<file path="config.mk">
export PLATFORM = sky130hd
export DESIGN_NAME = conv_stream_host
export DESIGN_NICKNAME = d
export VERILOG_FILES = /design/src/rtl/conv_stream_host.sv
export SDC_FILE = /design/constraint.sdc
export NUM_CORES = 2
export LEC_CHECK = 0
export BUFFER_PORTS_ARGS = -buffer_cell sky130_fd_sc_hd__clkbuf_2
export CORE_UTILIZATION = 40
export DETAILED_ROUTE_END_ITERATION = 8
export GPL_TIMING_DRIVEN = 0
export PLACE_DENSITY = 0.66
export SETUP_SLACK_MARGIN = 0.4
export SLEW_MARGIN = 20
export SYNTH_ARGS = -nofsm -noshare
export SYNTH_HDL_FRONTEND = slang
export SYNTH_SLANG_ARGS = --single-unit
export TNS_END_PERCENT = 20
</file>
<file path="constraint.sdc">
create_clock -name clk -period 3.4 [get_ports clk]
set_input_delay 0.17 -clock clk [delete_from_list [all_inputs] [get_ports clk]]
set_output_delay 0.17 -clock clk [all_outputs]
set_load 0.05 [all_outputs]
</file>
<file path="src/rtl/conv_stream_host.sv">
// Host-side stream endpoint for the 1-D convolution accelerator: buffers one input
// frame, replays it on the x stream, collects the y results and serves them for readback.
module conv_stream_host #(
    parameter  int N   = 96,
    parameter  int M   = 65,
    parameter  int T   = 16,
    localparam int L   = N - M + 1,
    localparam int RAW = (L > 1) ? $clog2(L) : 1
) (
    input  logic           clk,
    input  logic           reset_n,
    input  logic [T-1:0]   load_data,
    input  logic           load_valid,
    output logic           load_ready,
    output logic [T-1:0]   x_data,
    output logic           x_valid,
    input  logic           x_ready,
    input  logic [T-1:0]   y_data,
    input  logic           y_valid,
    output logic           y_ready,
    input  logic [RAW-1:0] rd_addr,
    output logic [T-1:0]   rd_data,
    output logic           done,
    input  logic           result_ack,
    output logic [15:0]    frame_cnt
);
    localparam int CW  = $clog2(N + 1);
    localparam int LCW = $clog2(L + 1);
    localparam int XAW = (N > 1) ? $clog2(N) : 1;

    typedef enum logic [2:0] {INIT, FILL, SEND, COLLECT, DONE} state_t;
    state_t state, state_nxt;

    logic [T-1:0]   x_mem   [0:N-1];
    logic [T-1:0]   res_mem [0:L-1];

    logic [CW-1:0]  load_cnt, send_cnt, issue_cnt;
    logic [LCW-1:0] coll_cnt;
    logic [T-1:0]   x_rd_q, pf_data;
    logic           rd_pend, pf_valid;
    logic           load_fire, x_fire, y_fire;
    logic           last_load, last_x, last_y, ack;
    logic           issue, out_take;
    logic [1:0]     occ_after;
    logic [31:0]    rd_addr_ext;

    assign load_ready = (state == FILL);
    assign y_ready    = (state == COLLECT);
    assign done       = (state == DONE);

    assign load_fire  = load_valid && load_ready;
    assign x_fire     = x_valid && x_ready;
    assign y_fire     = y_valid && y_ready;
    assign last_load  = load_fire && (load_cnt == CW'(N - 1));
    assign last_x     = x_fire && (send_cnt == CW'(N - 1));
    assign last_y     = y_fire && (coll_cnt == LCW'(L - 1));
    assign ack        = done && result_ack;

    // A read is issued only if, after this edge, the output register plus prefetch
    // slot hold at most one word; the in-flight word then always has a place to land.
    assign occ_after  = 2'(x_valid) + 2'(pf_valid) + 2'(rd_pend) - 2'(x_fire);
    assign issue      = (state == SEND) && (issue_cnt < CW'(N)) && (occ_after <= 2'd1);
    assign out_take   = !x_valid || x_fire;
    assign rd_addr_ext = 32'(rd_addr);

    always_ff @(posedge clk or negedge reset_n) begin
        if (!reset_n) state <= INIT;
        else          state <= state_nxt;
    end

    always_comb begin
        state_nxt = state;
        case (state)
            INIT:    state_nxt = FILL;
            FILL:    if (last_load)  state_nxt = SEND;
            SEND:    if (last_x)     state_nxt = COLLECT;
            COLLECT: if (last_y)     state_nxt = DONE;
            DONE:    if (result_ack) state_nxt = FILL;
            default: state_nxt = INIT;
        endcase
    end

    always_ff @(posedge clk or negedge reset_n) begin
        if (!reset_n) begin
            load_cnt  <= '0;
            send_cnt  <= '0;
            issue_cnt <= '0;
            coll_cnt  <= '0;
            frame_cnt <= '0;
        end else begin
            if (ack)            load_cnt <= '0;
            else if (load_fire) load_cnt <= load_cnt + CW'(1);
            if (last_load) begin
                send_cnt  <= '0;
                issue_cnt <= '0;
            end else begin
                if (x_fire) send_cnt  <= send_cnt + CW'(1);
                if (issue)  issue_cnt <= issue_cnt + CW'(1);
            end
            if (ack)         coll_cnt <= '0;
            else if (y_fire) coll_cnt <= coll_cnt + LCW'(1);
            if (last_y) frame_cnt <= frame_cnt + 16'd1;
        end
    end

    always_ff @(posedge clk) begin
        if (load_fire) x_mem[load_cnt[XAW-1:0]] <= load_data;
        if (issue)     x_rd_q <= x_mem[issue_cnt[XAW-1:0]];
        if (y_fire)    res_mem[coll_cnt[RAW-1:0]] <= y_data;
    end

    // Output register refills from the prefetch slot first, so word order is kept.
    always_ff @(posedge clk or negedge reset_n) begin
        if (!reset_n) begin
            rd_pend  <= 1'b0;
            x_valid  <= 1'b0;
            x_data   <= '0;
            pf_valid <= 1'b0;
            pf_data  <= '0;
        end else begin
            rd_pend <= issue;
            if (out_take) begin
                if (pf_valid) begin
                    x_data  <= pf_data;
                    x_valid <= 1'b1;
                end else if (rd_pend) begin
                    x_data  <= x_rd_q;
                    x_valid <= 1'b1;
                end else begin
                    x_valid <= 1'b0;
                end
            end
            if (pf_valid) begin
                if (out_take) begin
                    pf_valid <= rd_pend;
                    pf_data  <= x_rd_q;
                end
            end else if (rd_pend && !out_take) begin
                pf_valid <= 1'b1;
                pf_data  <= x_rd_q;
            end
        end
    end

    always_ff @(posedge clk or negedge reset_n) begin
        if (!reset_n)                     rd_data <= '0;
        else if (rd_addr_ext < 32'(L))    rd_data <= res_mem[rd_addr];
        else                              rd_data <= '0;
    end

endmodule

</file>
==> flow_metrics.py <==
metrics = {
    "logic_synthesis": {
        "ys_ff_latch": 2161,
        "syn_area_per_cell_um2": 21.8,
        "synthCells": 3812,
        "synth_edf_count": 2064,
        "yosysWarnings": 0,
        "synth_nets": 3865,
        "async_reset_ff_frac": 0.0449,
        "netlist.area_leader.share": 0.747,
        "yosysTopAreaCell": "edfxtp_1",
        "synth_area_um2": 83000,
        "seq_area_frac_synth": 0.776,
        "synth_cell_types": 56,
        "yosys-top-cells-area": "edfxtp_1 75%, mux4_2 13%, dfrtp_1 2.9%, mux2i_1 1.9%, nor2_1 0.90%",
        "synth_ff_type": "edfxtp_1",
    },
    "routing": {
        "drc": 1,
        "viasPerCell": 5.97,
        "vias": 43107,
        "ant_nets": 0,
        "wl_mm": 232,
        "firstDrtPassIters": 9,
        "drt_iter0_drc": 6085,
        "wl_per_cell_um": 32.1,
    },
    "critical_path": {
        "r2r_cells": 8,
        "required_ps": 3920,
        "crit_path_end_kind": "flip-flop",
        "criticalPathCategory": "flip-flop to flip-flop",
        "start_kind": "flip-flop",
        "crit_arrival_ps": 3890,
        "cp_max_fo": 10,
    },
    "timing": {
        "finalSetupTns_ps": 0,
        "fin_crit_sh": 0.991,
        "min_period_ps": 3370,
        "fin_skew_ps": 97.3,
        "max_freq_mhz": 297,
        "setup_violations": 0,
        "worst_pin_slew_ps": 1230,
        "relSlewSlack": 0.180,
        "hold_viol": 0,
        "worst_hold_slack_ps": 36.2,
        "rsz0062_at_grt": "yes",
        "drv_slew": 0,
    },
    "layout": {
        "instances_no_fill": 7225,
        "layout-drive-gt1-share": 0.331,
        "fin_nets": 4411,
        "area_growth_pct": 19.4,
    },
    "placement": {
        "io_buffer_count": 90,
        "dp_hpwl_mm": 150,
        "place_inst": 6697,
        "finalWeightedCongestion": 1.02,
    },
    "cts": {
        "worstSkewPairLatency_ps": 880,
        "h-tree-depth": 4,
        "clock-sinks": 2161,
        "clk_path_buf_depth": 3,
        "path_clk_slew_ps": 60,
        "ctsRootBufferMaster": "clkbuf_16",
        "cts_tree": "built",
        "cts_buffers": 211,
    },
    "global_routing": {
        "grt_use_total": 0.219,
        "grt.overflow.total": 0,
        "grt_util_met3": 0.0628,
        "antenna_found_initial": 11,
        "grt-busiest-layer": "met2",
        "grt_pass1_wl_mm": 323,
        "grt_pass1_vias": 42610,
        "grt_use_met2": 0.339,
        "grt_max_degree": 97,
        "grt.met1_usage": 0.290,
    },
    "floorplan": {
        "die_x_um": 458,
        "core_um2": 205000,
        "ios": 95,
        "die_h_um": 458,
        "die_area_um2": 209000,
        "rows": 166,
        "initial_core_util": 0.404,
    },
    "run_status": {
        "violations": "design-rule violations",
        "outcome": "finished, violations left",
    },
    "min_path": {
        "worstHoldPathCells": 1,
        "min_path_type": "primary input to flip-flop",
    },
    "power_and_ir_drop": {
        "leakage_nw": 31.9,
        "power_density_nw_per_um2": 573,
        "peakVddDrop_mv": 0.462,
    },
    "flow_run": {
        "drv_cap": 0,
    },
}
[final cells by class]
cell class                 count  area (um2)
fill                       16299      106000
sequential                  2161       64400
multi-input combinational   1431       18700
clock buffer                 263        5640
timing repair buffer         333        3660
tap                         2688        3360
buffer                       211        1870
clock inverter               126        1440
inverter                       9        36.3
antenna                        3        7.51
[cell usage after synthesis (17+ instances only)]
cell and count:
edfxtp_1 2064, mux4_2 478, nor2_1 198, mux2i_1 157, clkbuf_1 103, dfrtp_1 97
nand2_1 75, a22oi_1 67, mux2_2 62, buf_2 59, a21oi_1 36, a22o_1 33
a211oi_1 29, o221ai_1 27, a211o_1 25, and3_1 24, xnor2_1 22, o22ai_1 21
buf_1 20, nand3_1 17
[per-stage QoR]
step	power, W	setup slack, ps	instance area, um2	utilization
final	0.0568	29.2	99100	0.483
after global routing	0.0581	196	99100	0.482
after CTS	0.0569	243	98800	0.481
after detailed placement	0.0331	-908	89000	0.433
after global placement	0.0328	-2340	86800	0.423
after floorplan	0.0316	596	83000	-
[kinds of logic after synthesis]
logic type	count (synthesis)	synth area share
simple gates	380	0.0207
flops	2161	0.776
compound gates	307	0.0281
buf+inv	220	0.0128
fa+ha+maj	10	0.00151
mux	697	0.157
xor+xnor	37	0.00390
[worst max-delay path, cell delays in order (launching register included)]
cell	delay, ps
dfrtp_1	380
buf_6	220
buf_6	220
buf_8	240
buf_12	230
mux4_2	320
a22o_1	300
o211ai_1	660
o311ai_4	370
[routing by layer]
layer	up-vias	share of wire
li1	17121	-
met1	22786	0.38
met2	2654	0.46
met3	542	0.11
met4	4	0.045
met5	-	0.0010
[cells in the final DEF (no fill, tap or decap), types with 25 or more instances in the layout]
master         netlist  layout
bufinv_16            0      25
mux4_2             478     478
edfxtp_1          2064    2064
dlygate4sd3_1        0      25
mux2i_1            157     144
a22oi_1             67      53
o221ai_1            27      27
nand2_1             75      71
clkbuf_16            0     217
dfrtp_1             97      97
buf_16               0      25
nor2_2               0      30
buf_12               0      46
buf_4               14     101
a21oi_1             36      35
clkbuf_4             0      37
nor2_1             198      72
buf_8                0      58
mux2_2              62      62
clkinv_2             0      30
clkbuf_1           103      84
nor2_4               0      96
clkbuf_2             0      97
clkinv_1             0      46
buf_6               15      70
a22o_1              33      29
[state kept, by name, summed over array words and instances (netlist names)]
| name | cells |
|---|---|
| coll_cnt | 6 |
| x_data | 16 |
| issue_cnt | 7 |
| x_valid | 1 |
| x_rd_q | 16 |
| pf_data | 16 |
| rd_pend | 1 |
| rd_data | 16 |
| pf_valid | 1 |
| res_mem | 512 |
| x_mem | 1536 |
| state | 3 |
| send_cnt | 7 |
| frame_cnt | 16 |
| load_cnt | 7 |
[where the power goes]
part	internal (W)	switching (W)	total, W
combinational	0.000971	0.00224	0.00321
sequential	0.0297	0.000156	0.0298
clock	0.0137	0.0101	0.0238
[path summary, 6_finish.rpt]
| path | endpoint | start | slack [ps] |
|---|---|---|---|
| max | x_rd_q[11] | issue_cnt[1] | 30 |
| min | res_mem[16][3] | y_data[3] | 40 |
| max reg2reg | x_rd_q[11] | issue_cnt[1] | 30 |
| min reg2reg | frame_cnt[15] | frame_cnt[15] | 480 |
| max in group asynchronous | frame_cnt[15] | reset_n | 1980 |
| min in group asynchronous | x_data[10] | reset_n | 500 |
[repair_timing]
item / in CTS / in global routing
cloned: 0 / 1
pin swaps: 58 / 9
endpoints found under the setup margin: 1822 / 1444
endpoints found under the hold margin: 758 / 0
hold buffers: 25 / 0
gates resized for setup: 354 / 55
buffers inserted: 96 / 14
Note: power is estimated with default switching activity, not from simulation.
